===== src/rtl/fpu_add_seq_if.sv =====
// Handshake and datapath-control bundle for the sequential FP add/sub controller.
// master = requesters/datapath side, slave = the controller.
interface fpu_add_seq_if;
    logic req0_valid;
    logic req1_valid;
    logic req0_sub;
    logic req1_sub;
    logic req0_ready;
    logic req1_ready;
    logic dp_sel;
    logic dp_sub;
    logic align_en;
    logic add_en;
    logic norm_en;
    logic round_en;
    logic dp_special;
    logic rsp_valid;
    logic rsp_ready;
    logic rsp_id;
    logic busy;

    modport master (
        output req0_valid, req1_valid, req0_sub, req1_sub,
        output dp_special, rsp_ready,
        input  req0_ready, req1_ready, dp_sel, dp_sub,
        input  align_en, add_en, norm_en, round_en,
        input  rsp_valid, rsp_id, busy
    );

    modport slave (
        input  req0_valid, req1_valid, req0_sub, req1_sub,
        input  dp_special, rsp_ready,
        output req0_ready, req1_ready, dp_sel, dp_sub,
        output align_en, add_en, norm_en, round_en,
        output rsp_valid, rsp_id, busy
    );
endinterface


===== src/rtl/fpu_add_seq.sv =====
// Sequencing controller for a shared FP add/sub datapath with two
// round-robin requesters: ALIGN -> ADD -> NORM(xN) -> ROUND -> DONE.
module fpu_add_seq #(
    parameter int NORM_CYCLES = 2
) (
    input logic         clk,
    input logic         rst_n,
    fpu_add_seq_if.slave bus
);

    typedef enum logic [2:0] {
        IDLE,
        ALIGN,
        ADD,
        NORM,
        ROUND,
        DONE
    } state_t;

    state_t     state;
    state_t     state_nx;
    logic [2:0] cnt;
    logic [2:0] cnt_nx;
    logic       last_grant;
    logic       sel_q;
    logic       sub_q;
    logic       any_valid;
    logic       grant;
    logic       window;
    logic       accept;
    logic       sub_in;

    // Reset gates the window so no ready leaks out while rst_n is low.
    always_comb begin
        any_valid = bus.req0_valid | bus.req1_valid;
        grant     = (bus.req0_valid & bus.req1_valid) ? ~last_grant
                                                      : bus.req1_valid;
        window    = rst_n & ((state == IDLE) |
                             ((state == DONE) & bus.rsp_ready));
        accept    = window & any_valid;
        sub_in    = grant ? bus.req1_sub : bus.req0_sub;
    end

    assign bus.req0_ready = accept & ~grant;
    assign bus.req1_ready = accept & grant;

    always_comb begin
        state_nx = state;
        cnt_nx   = cnt;
        unique case (state)
            IDLE: begin
                if (accept) state_nx = ALIGN;
            end
            ALIGN: begin
                state_nx = bus.dp_special ? DONE : ADD;
            end
            ADD: begin
                state_nx = NORM;
                cnt_nx   = 3'(NORM_CYCLES - 1);
            end
            NORM: begin
                if (cnt == 3'd0) state_nx = ROUND;
                else             cnt_nx   = cnt - 3'd1;
            end
            ROUND: begin
                state_nx = DONE;
            end
            DONE: begin
                if (bus.rsp_ready) state_nx = accept ? ALIGN : IDLE;
            end
            default: begin
                state_nx = IDLE;
            end
        endcase
    end

    always_ff @(posedge clk or negedge rst_n) begin
        if (!rst_n) begin
            state      <= IDLE;
            cnt        <= 3'd0;
            last_grant <= 1'b1;
            sel_q      <= 1'b0;
            sub_q      <= 1'b0;
        end else begin
            state <= state_nx;
            cnt   <= cnt_nx;
            if (accept) begin
                last_grant <= grant;
                sel_q      <= grant;
                sub_q      <= sub_in;
            end
        end
    end

    assign bus.dp_sel    = sel_q;
    assign bus.dp_sub    = sub_q;
    assign bus.rsp_id    = sel_q;
    assign bus.align_en  = (state == ALIGN);
    assign bus.add_en    = (state == ADD);
    assign bus.norm_en   = (state == NORM);
    assign bus.round_en  = (state == ROUND);
    assign bus.rsp_valid = (state == DONE);
    assign bus.busy      = (state != IDLE);

endmodule


===== src/flat_wrapper.sv =====
// flat-port wrapper written by rule: the top's interface ports become plain ports
module fpu_add_seq_flat 
#(
    parameter int NORM_CYCLES = 2
)
  (clk, rst_n, bus_req0_valid, bus_req1_valid, bus_req0_sub, bus_req1_sub, bus_dp_special, bus_rsp_ready, bus_req0_ready, bus_req1_ready, bus_dp_sel, bus_dp_sub, bus_align_en, bus_add_en, bus_norm_en, bus_round_en, bus_rsp_valid, bus_rsp_id, bus_busy);
  fpu_add_seq_if bus_i ();
  input logic clk;
  input logic rst_n;
  input wire logic [$bits(bus_i.req0_valid)-1:0] bus_req0_valid;
  input wire logic [$bits(bus_i.req1_valid)-1:0] bus_req1_valid;
  input wire logic [$bits(bus_i.req0_sub)-1:0] bus_req0_sub;
  input wire logic [$bits(bus_i.req1_sub)-1:0] bus_req1_sub;
  input wire logic [$bits(bus_i.dp_special)-1:0] bus_dp_special;
  input wire logic [$bits(bus_i.rsp_ready)-1:0] bus_rsp_ready;
  output wire logic [$bits(bus_i.req0_ready)-1:0] bus_req0_ready;
  output wire logic [$bits(bus_i.req1_ready)-1:0] bus_req1_ready;
  output wire logic [$bits(bus_i.dp_sel)-1:0] bus_dp_sel;
  output wire logic [$bits(bus_i.dp_sub)-1:0] bus_dp_sub;
  output wire logic [$bits(bus_i.align_en)-1:0] bus_align_en;
  output wire logic [$bits(bus_i.add_en)-1:0] bus_add_en;
  output wire logic [$bits(bus_i.norm_en)-1:0] bus_norm_en;
  output wire logic [$bits(bus_i.round_en)-1:0] bus_round_en;
  output wire logic [$bits(bus_i.rsp_valid)-1:0] bus_rsp_valid;
  output wire logic [$bits(bus_i.rsp_id)-1:0] bus_rsp_id;
  output wire logic [$bits(bus_i.busy)-1:0] bus_busy;
  assign bus_i.req0_valid = bus_req0_valid;
  assign bus_i.req1_valid = bus_req1_valid;
  assign bus_i.req0_sub = bus_req0_sub;
  assign bus_i.req1_sub = bus_req1_sub;
  assign bus_i.dp_special = bus_dp_special;
  assign bus_i.rsp_ready = bus_rsp_ready;
  assign bus_req0_ready = bus_i.req0_ready;
  assign bus_req1_ready = bus_i.req1_ready;
  assign bus_dp_sel = bus_i.dp_sel;
  assign bus_dp_sub = bus_i.dp_sub;
  assign bus_align_en = bus_i.align_en;
  assign bus_add_en = bus_i.add_en;
  assign bus_norm_en = bus_i.norm_en;
  assign bus_round_en = bus_i.round_en;
  assign bus_rsp_valid = bus_i.rsp_valid;
  assign bus_rsp_id = bus_i.rsp_id;
  assign bus_busy = bus_i.busy;
  fpu_add_seq #(.NORM_CYCLES(NORM_CYCLES)) u_core (.clk(clk), .rst_n(rst_n), .bus(bus_i));
endmodule

===== config.mk =====
export PLATFORM = sky130hd
export DESIGN_NAME = fpu_add_seq_flat
export DESIGN_NICKNAME = d
export VERILOG_FILES = /design/src/rtl/fpu_add_seq_if.sv /design/src/rtl/fpu_add_seq.sv /design/src/flat_wrapper.sv
export SDC_FILE = /design/constraint.sdc
export NUM_CORES = 1
export LEC_CHECK = 0
export CORE_UTILIZATION = 44
export CTS_CLUSTER_DIAMETER = 150
export DETAILED_ROUTE_END_ITERATION = 10
export PLACE_DENSITY = 0.76
export SLEW_MARGIN = 20
export SYNTH_ARGS = -nofsm -noshare
export SYNTH_HDL_FRONTEND = slang
export SYNTH_SLANG_ARGS = --single-unit

===== constraint.sdc =====
create_clock -name clk -period 2 [get_ports clk]
set_clock_uncertainty 0.1 [all_clocks]
set_input_delay 0.3 -clock clk [delete_from_list [all_inputs] [get_ports clk]]
set_output_delay 0.3 -clock clk [all_outputs]
set_load 0.02 [all_outputs]

# After elaboration in Yosys (flattened, before gate mapping)
# Index checks and enable logic that the tools add are counted.
dict set report word_totals {
  output_inout_bits 11
  register_bits 9
  input_bits 8
}
dict set report classes {
  n_reduce_logical 6
  eq_ne 9
  addsub 1
  muxes 10
  n_bitwise 10
}
# operator n
set ops {}
lappend ops {{$pmux W3 S6} 1}
lappend ops {{$mux W3} 5}
lappend ops {{$and A1 B1 Y1} 6}
lappend ops {{$eq A3 B2 Y1 const B} 2}
lappend ops {{$eq A3 B3 Y1 const B} 2}
lappend ops {{$logic_not A3 Y1} 2}
lappend ops {{$pmux W3 S2} 1}
lappend ops {{$ne A2 B1 Y1 const B} 2}
lappend ops {{$ne A2 B2 Y1 const B} 2}
lappend ops {{$eq A3 B1 Y1 const B} 1}
lappend ops {{$mux W1} 3}
lappend ops {{$reduce_and A3 Y1} 1}
lappend ops {{$reduce_bool A3 Y1} 1}
lappend ops {{$sub A3 B1 Y3 const B} 1}
lappend ops {{$not A1 Y1} 2}
lappend ops {{$or A1 B1 Y1} 2}
lappend ops {{$reduce_and A2 Y1} 1}
lappend ops {{$reduce_bool A2 Y1} 1}

# Logic depth before layout (Yosys ltp)
# Gate-level depths: netlist (run 1).
dict set report depth {
  depth_word 8
  depth_mapped 5
  depth_no_buf 5
}

# Worst setup path before layout (run 1)
# No wires, ideal clock.
dict set report synth_timing {
  kind {reg2out}
  from {register u_core.state[2]}
  to {output bus_req0_ready}
  setup_slack_ns 0.204
  path_stages_with_launch 5
  n_path_buf 1
  t_arrival_ns 1.396
  required_ns 1.600
  path_cell_list {dfrtp_1 > buf_6 > or2_4 > a211oi_4 > nor2b_1}
}
dict set report synth_between {
  elab_chain_len 6
}
# item line
set synth_lines {}
lappend synth_lines {{start: declaration} fpu_add_seq.sv:20} ;# state_t state;
lappend synth_lines {{start signal: assignment} fpu_add_seq.sv:85} ;# state <= state_nx;
lappend synth_lines {{$eq A3 B3 Y1} fpu_add_seq.sv:39} ;# ((state == DONE) & bus.rsp_ready));
lappend synth_lines {{$and A1 B1 Y1} fpu_add_seq.sv:39}
lappend synth_lines {{$or A1 B1 Y1 *} fpu_add_seq.sv:38} ;# window = rst_n & ((state == IDLE) |
lappend synth_lines {{$and A1 B1 Y1 *} fpu_add_seq.sv:38}
lappend synth_lines {{$and A1 B1 Y1 *} fpu_add_seq.sv:40} ;# accept = window & any_valid;
lappend synth_lines {{$and A1 B1 Y1 *} fpu_add_seq.sv:44} ;# assign bus.req0_ready = accept & ~grant;
lappend synth_lines {{end: declaration} flat_wrapper.sv:16} ;# output wire logic [$bits(bus_i.req0_ready)-1:0] bus_req0_ready;
# Mark *: on every way between the ends. The rest lies on a longest branch, timed or not.

# Final worst setup path (run 1)
dict set report layout_timing {
  from {register u_core.state[0]}
  to {output bus_busy}
}
dict set report layout_between {
  elab_chain_len 1
}
# item line
set layout_lines {}
lappend layout_lines {{$reduce_bool A3 Y1} fpu_add_seq.sv:103} ;# assign bus.busy = (state != IDLE);
lappend layout_lines {{end: declaration} flat_wrapper.sv:26} ;# output wire logic [$bits(bus_i.busy)-1:0] bus_busy;
# Every way passes these cells.

==> reports/summary.txt, run 1 <==
vias in the first global route -> 546
Antenna Nets Post-Route -> 0
TritonCTS clock tree -> built
pwr dens -> 1500 mW/mm^2
outcome -> complete, no violations
share of layout cells above drive strength 1 -> 25.00%
Final Hold Slack -> 234.8 ps
placer congestion estimate -> 0.7559
Max Cap Violations -> 0
Switch Pwr -> 0.5618 mW
most frequent cells in the layout -> buf_4 (12), clkdlybuf4s50_1 (10), dfrtp_1 (8)
Final nets -> 103
Final setup viols -> 0
final setup TNS -> 0 ps
prevailing post-synth register cell -> dfrtp_1
Worst VDD drop -> 0.7219 mV
Vias per Instance -> 5.340
slowest CP cell -> dfrtp_1
crit path launch type -> register
clock share of power -> 11.6%
CP bufs+invs -> 4
Worst Reg-to-Reg Cells -> 5
Via Count -> 566
asr flop ratio synth -> 100.0%
Die Width -> 39.06 um
Crit path required time -> 1600 ps
Power Internal -> 0.7448 mW
Critical Path End Type -> output port
most common cell after layout, fill and taps aside -> buf_4
final hold vios -> 0
dominant cell type by area after synthesis -> dfrtp_1
Area contributors post-synth -> dfrtp_1 (33%), mux2_1 (5.6%), dfstp_2 (4.3%)
initial antenna violation count -> 0
clock buffer depth -> 2
Finished Core Util -> 73.42%
LEAKAGE -> 0.4066 nW
# Post-CTS Setup Buffers -> 0
largest net degree at the start of global routing -> 12
Synth top area share -> 33.13%
Ys Warns -> 0
post-synthesis instance total -> 63
R2R Path Start -> u_core.cnt[1]
Max FO, Critical Path -> 11
Least-Margin Pin Slew -> 394.1 ps
RSZ-0062 raised after global routing -> no
Cell Area, Synth -> 604.3 sq um
footprint of the multi-input gates -> 332.8 sq um
Layout fillers -> 109
placed insts -> 102
chip height -> 39.06 um
reg2reg end -> u_core.state[2]
CP Depth -> 5
Max-slew headroom -> 73.67%
P&R area growth vs syn -> 44.10%
Sw Share -> 43.00%
critical path arrival -> 1530 ps
number of synthesized flops with an enable pin -> 0
reg2reg setup slack -> 310 ps
FF+latch count, synth -> 9
HPWL after detailed placement -> 1.058 mm
DR WL/cell -> 12.94 um
Combinational Power Share -> 61.5%
final wirelength -> 1.372 mm
Post-Syn Nets -> 73
clk root buf -> clkbuf_4
core area -> 0.001186 sq mm
Setup CP Type -> reg2out
Sequential Power Share -> 26.9%
Pre-antenna DRT Iters -> 4
min Tclk post-route -> 1930 ps
crit-path max cell delay -> 380 ps
Num CTS Buffers -> 3
critical path's top delay family -> buffers and inverters
Starting Density -> 50.95%
sequential area share after synthesis -> 37.47%
post-placement cell area -> 860.8 sq um
Mapped Avg Cell Area -> 9.593 sq um
flip-flop and latch area -> 226.5 sq um
residual DRC count -> 0
post-synth cell types -> 34
clock slew at reported path FFs -> 70 ps
final instance area -> 870.8 sq um
io pins -> 19
fin. max-slew vios -> 0
worst-skew pair later-pin latency -> 270 ps
first-pass GRT wire length -> 2.242 mm
CP dominant cell by count -> buf_4
Antenna diodes -> 0
initial drt markers -> 6
# clock sinks -> 9
FP Rows -> 12
H-tree levels -> 1
die area -> 0.001526 sq mm
PortBufs -> 18
Hold Crit Class -> in2async
Finished Layout Cells -> 106
grt ovf -> 0
fmax -> 0.5181 GHz
ratio of final minimum period to clock period -> 96.51%
Total GRT Usage -> 22.74%
crit-path cells -> buf_4 > buf_4 > nor3_2 > inv_1 > dlygate4sd2_1
[state kept, by name, summed over array words and instances (netlist names)]
| name | cells |
|---|---|
| u_core.bus.dp_sel | 1 |
| u_core.cnt | 3 |
| u_core.state | 3 |
| u_core.bus.dp_sub | 1 |
| u_core.last_grant | 1 |
[metrics by stage]
step                total power, mW  setup WS, ps
global placement              1.171        -333.0
detailed placement            1.198        -340.7
finish                        1.307         69.71
CTS                           1.322         33.54
global route                  1.400         1.719
floorplan                    0.8714         204.4
[logic make-up after synthesis]
kind of cell               count (synthesis)  share of synthesized area [%]
buffers and inverters                     10                          8.280
and+or+nand+nor                           22                          20.08
AOI/OAI and AO/OA                         14                          19.26
adders and majority gates                  2                          4.140
DFF                                        9                          37.47
muxes                                      6                          10.77
[how the worst max path moves through the flow]
stage | from | endpoint | slack, ps
2_1_floorplan | u_core.state[2] | bus_req0_ready | 200
3_3_place_gp | rst_n | bus_req0_ready | -330
3_5_place_dp | bus_req1_valid | bus_req0_ready | -340
4_1_cts | u_core.state[0] | bus_align_en | 30
5_1_grt | u_core.state[0] | bus_busy | 2
6_report | u_core.state[0] | bus_busy | 70
[metal layers]
layer / vias to the layer above / GRT usage [%] / wire (um)
met4: 0 / 13.79 / 29
met1: 260 / 25.89 / 619
met2: 21 / 36.67 / 644
li1: 280 / - / -
met3: 5 / 6.936 / 80
met5: - / 0 / 0
[power groups by stage]
stage                     clock (mW)  sequential, mW  combinational (mW)
after floorplan                    0           0.351               0.521
after global placement             0           0.348               0.823
after detailed placement           0           0.354               0.844
after CTS                      0.151           0.352               0.818
after global routing           0.167           0.365               0.868
final                          0.152           0.351               0.803
[timing repair]
| action | 4_1_cts | 5_1_grt |
|---|---|---|
| pin swaps | 1 | 0 |
| hold buffers | 0 | 0 |
| endpoints found under the setup margin | 8 | 1 |
| resized for setup | 18 | 1 |
| cloned | 0 | 0 |
[cells in the mapped netlist, types with 2 or more instances]
master	n
a22o_1	2
a22oi_1	2
dfrtp_1	8
ha_1	2
inv_1	5
mux2_1	3
mux2i_1	2
nand2_1	2
nand2b_1	2
nand3b_1	2
nor2_1	7
nor2b_1	2
nor3_1	2
o21ai_1	2
[cell type report]
cell class | instances | area share [%]
repair buffers | 30 | 28.59
inverters | 5 | 2.155
multi-input cells | 44 | 38.22
clock buffers | 4 | 3.017
flip-flops and latches | 9 | 26.01
well taps | 14 | 2.011
No activity file was read; power rests on OpenSTA's default activity.
==> run 2, diff against run 1 <==
--- a/config.mk
+++ b/config.mk
@@ -5,10 +5,10 @@
 export SDC_FILE = /design/constraint.sdc
 export NUM_CORES = 1
 export LEC_CHECK = 0
-export CORE_UTILIZATION = 44
+export CORE_UTILIZATION = 35
 export CTS_CLUSTER_DIAMETER = 150
+export CTS_CLUSTER_SIZE = 8
 export DETAILED_ROUTE_END_ITERATION = 10
-export PLACE_DENSITY = 0.76
 export SLEW_MARGIN = 20
 export SYNTH_ARGS = -nofsm -noshare
 export SYNTH_HDL_FRONTEND = slang
==> run 2 against run 1 <==
Fmax increased by 1.1%. The run now ends with DRC left. Die area increased by 24%. Register-to-register slack about the same. Sequential share of layout area increased by 0.19 points. Combinational power decreased by 2%. Critical path type unchanged. Highest routed layer unchanged. Core utilization decreased by 18 points. Routed wire length decreased by 1.7%.
==> reports/summary.txt, run 2 (synthesis results as in run 1) <==
Finished Layout Cells -> 107
violated checks -> DRC
pwr dens -> 1484 mW/mm^2
# clock sinks -> 9
initial drt markers -> 24
share of layout cells above drive strength 1 -> 21.98%
Least-Margin Pin Slew -> 362.3 ps
DR WL/cell -> 12.61 um
fin. max-slew vios -> 0
reg2reg setup slack -> 320 ps
Worst VDD drop -> 0.7216 mV
Antenna Nets Post-Route -> 0
clock buffer depth -> 2
Layout fillers -> 145
final hold vios -> 0
vias in the first global route -> 533
Switch Pwr -> 0.5495 mW
critical path arrival -> 1510 ps
grt ovf -> 0
Combinational Power Share -> 61.3%
Sw Share -> 42.82%
final instance area -> 864.6 sq um
Via Count -> 567
DP Worst Slack -> -320.7 ps
final wirelength -> 1.349 mm
Max-slew headroom -> 75.80%
crit-path max cell delay -> 400 ps
Pre-antenna DRT Iters -> 7
most frequent cells in the layout -> buf_4 (11), clkdlybuf4s50_1 (10), dfrtp_1 (8)
Total GRT Usage -> 15.84%
Final nets -> 102
worst-skew pair later-pin latency -> 270 ps
fmax -> 0.5237 GHz
crit-path cells -> buf_4 > nand2b_1 > nor2_1 > dlygate4sd2_1
initial antenna violation count -> 0
min Tclk post-route -> 1910 ps
placed insts -> 103
post-placement cell area -> 855.8 sq um
die area -> 0.001897 sq mm
biggest regs -> u_core.cnt x3, u_core.state x3
crit path launch type -> register
PortBufs -> 18
residual DRC count -> 8
io pins -> 19
Num CTS Buffers -> 3
Sequential Power Share -> 27.1%
Die Width -> 43.56 um
Final setup viols -> 0
chip height -> 43.56 um
Final Hold Slack -> 249.7 ps
ratio of final minimum period to clock period -> 95.48%
outcome -> complete, but fails checks
clk root buf -> clkbuf_4
Worst Setup SP -> u_core.state[2]
clock slew at reported path FFs -> 70 ps
most common cell after layout, fill and taps aside -> buf_4
HPWL after detailed placement -> 1.010 mm
first-pass GRT wire length -> 2.187 mm
RSZ-0062 raised after global routing -> no
clock share of power -> 11.6%
largest net degree at the start of global routing -> 10
Setup WS post-layout -> 90.39 ps
FP Rows -> 14
Crit path required time -> 1600 ps
TritonCTS clock tree -> built
crit path to -> bus_add_en
placer congestion estimate -> 0.7821
H-tree levels -> 1
Antenna diodes -> 0
reg2reg end -> u_core.bus.dp_sub
Tot Pwr -> 1.283 mW
Max Cap Violations -> 0
core area -> 0.001559 sq mm
R2R Path Start -> u_core.last_grant
LEAKAGE -> 0.4020 nW
Vias per Instance -> 5.299
Max FO, Critical Path -> 9
Hold Crit Class -> in2async
Starting Density -> 38.76%
Setup CP Type -> reg2out
Critical Path End Type -> output port
P&R area growth vs syn -> 43.06%
Worst Reg-to-Reg Cells -> 4
Power Internal -> 0.7339 mW
slowest CP cell -> dfrtp_1
## run 2: power groups by stage
| stage | sequential, mW | clock, mW | combinational (mW) |
|---|---|---|---|
| 6_report | 0.348 | 0.149 | 0.786 |
| 5_1_grt | 0.361 | 0.162 | 0.857 |
| 4_1_cts | 0.349 | 0.149 | 0.793 |
| 3_5_place_dp | 0.352 | 0 | 0.827 |
| 3_3_place_gp | 0.350 | 0 | 0.817 |
| 2_1_floorplan | 0.351 | 0 | 0.521 |
## run 2: per-layer routing
metal | track usage, % | vias to the layer above | share of wire [%] | wire length (um)
met3 | 2.500 | 5 | 7.6 | 103
met2 | 26.87 | 27 | 46 | 615
met4 | 9.375 | 0 | 2.1 | 29
met1 | 18.73 | 256 | 45 | 601
li1 | - | 279 | - | -
met5 | 0 | - | 0 | 0
## run 2: critical path, delay by kind of cell (launching register included)
family                 cells  cell delay [ps]
buffers and inverters      2              500
DFF                        1              400
and+or+nand+nor            2              340
## run 2: worst min-delay path by stage
stage,start,endpoint,slack (ps),depth (start not counted)
after floorplan,rst_n,u_core.bus.dp_sel,-100,0
after global placement,u_core.bus.dp_sub,u_core.bus.dp_sub,370,1
after detailed placement,u_core.bus.dp_sub,u_core.bus.dp_sub,380,1
after CTS,rst_n,u_core.state[1],270,2
after global routing,rst_n,u_core.state[1],280,2
final,rst_n,u_core.state[1],250,2
## run 2: layout make-up
class	count	area, sq um	share of cell area (%)
inverters	5	18.77	2.171
multi-input cells	44	327.8	37.92
well taps	16	20.02	2.315
clock buffers	4	26.28	3.039
repair buffers	29	245.2	28.36
flip-flops and latches	9	226.5	26.19
## run 2: what timing repair did
item	4_1_cts	5_1_grt
cloned	0	0
hold buffers	0	0
buffers inserted	0	0
pin swaps	0	1
endpoints found under the setup margin	8	2
resized for setup	12	2
## run 2: stage by stage
stage	TNS [ps]	utilization [%]
6_report	0	55.46
5_1_grt	0	55.46
4_1_cts	0	56.26
3_5_place_dp	-739.8	54.90
3_3_place_gp	-735.7	54.90
2_1_floorplan	0	-
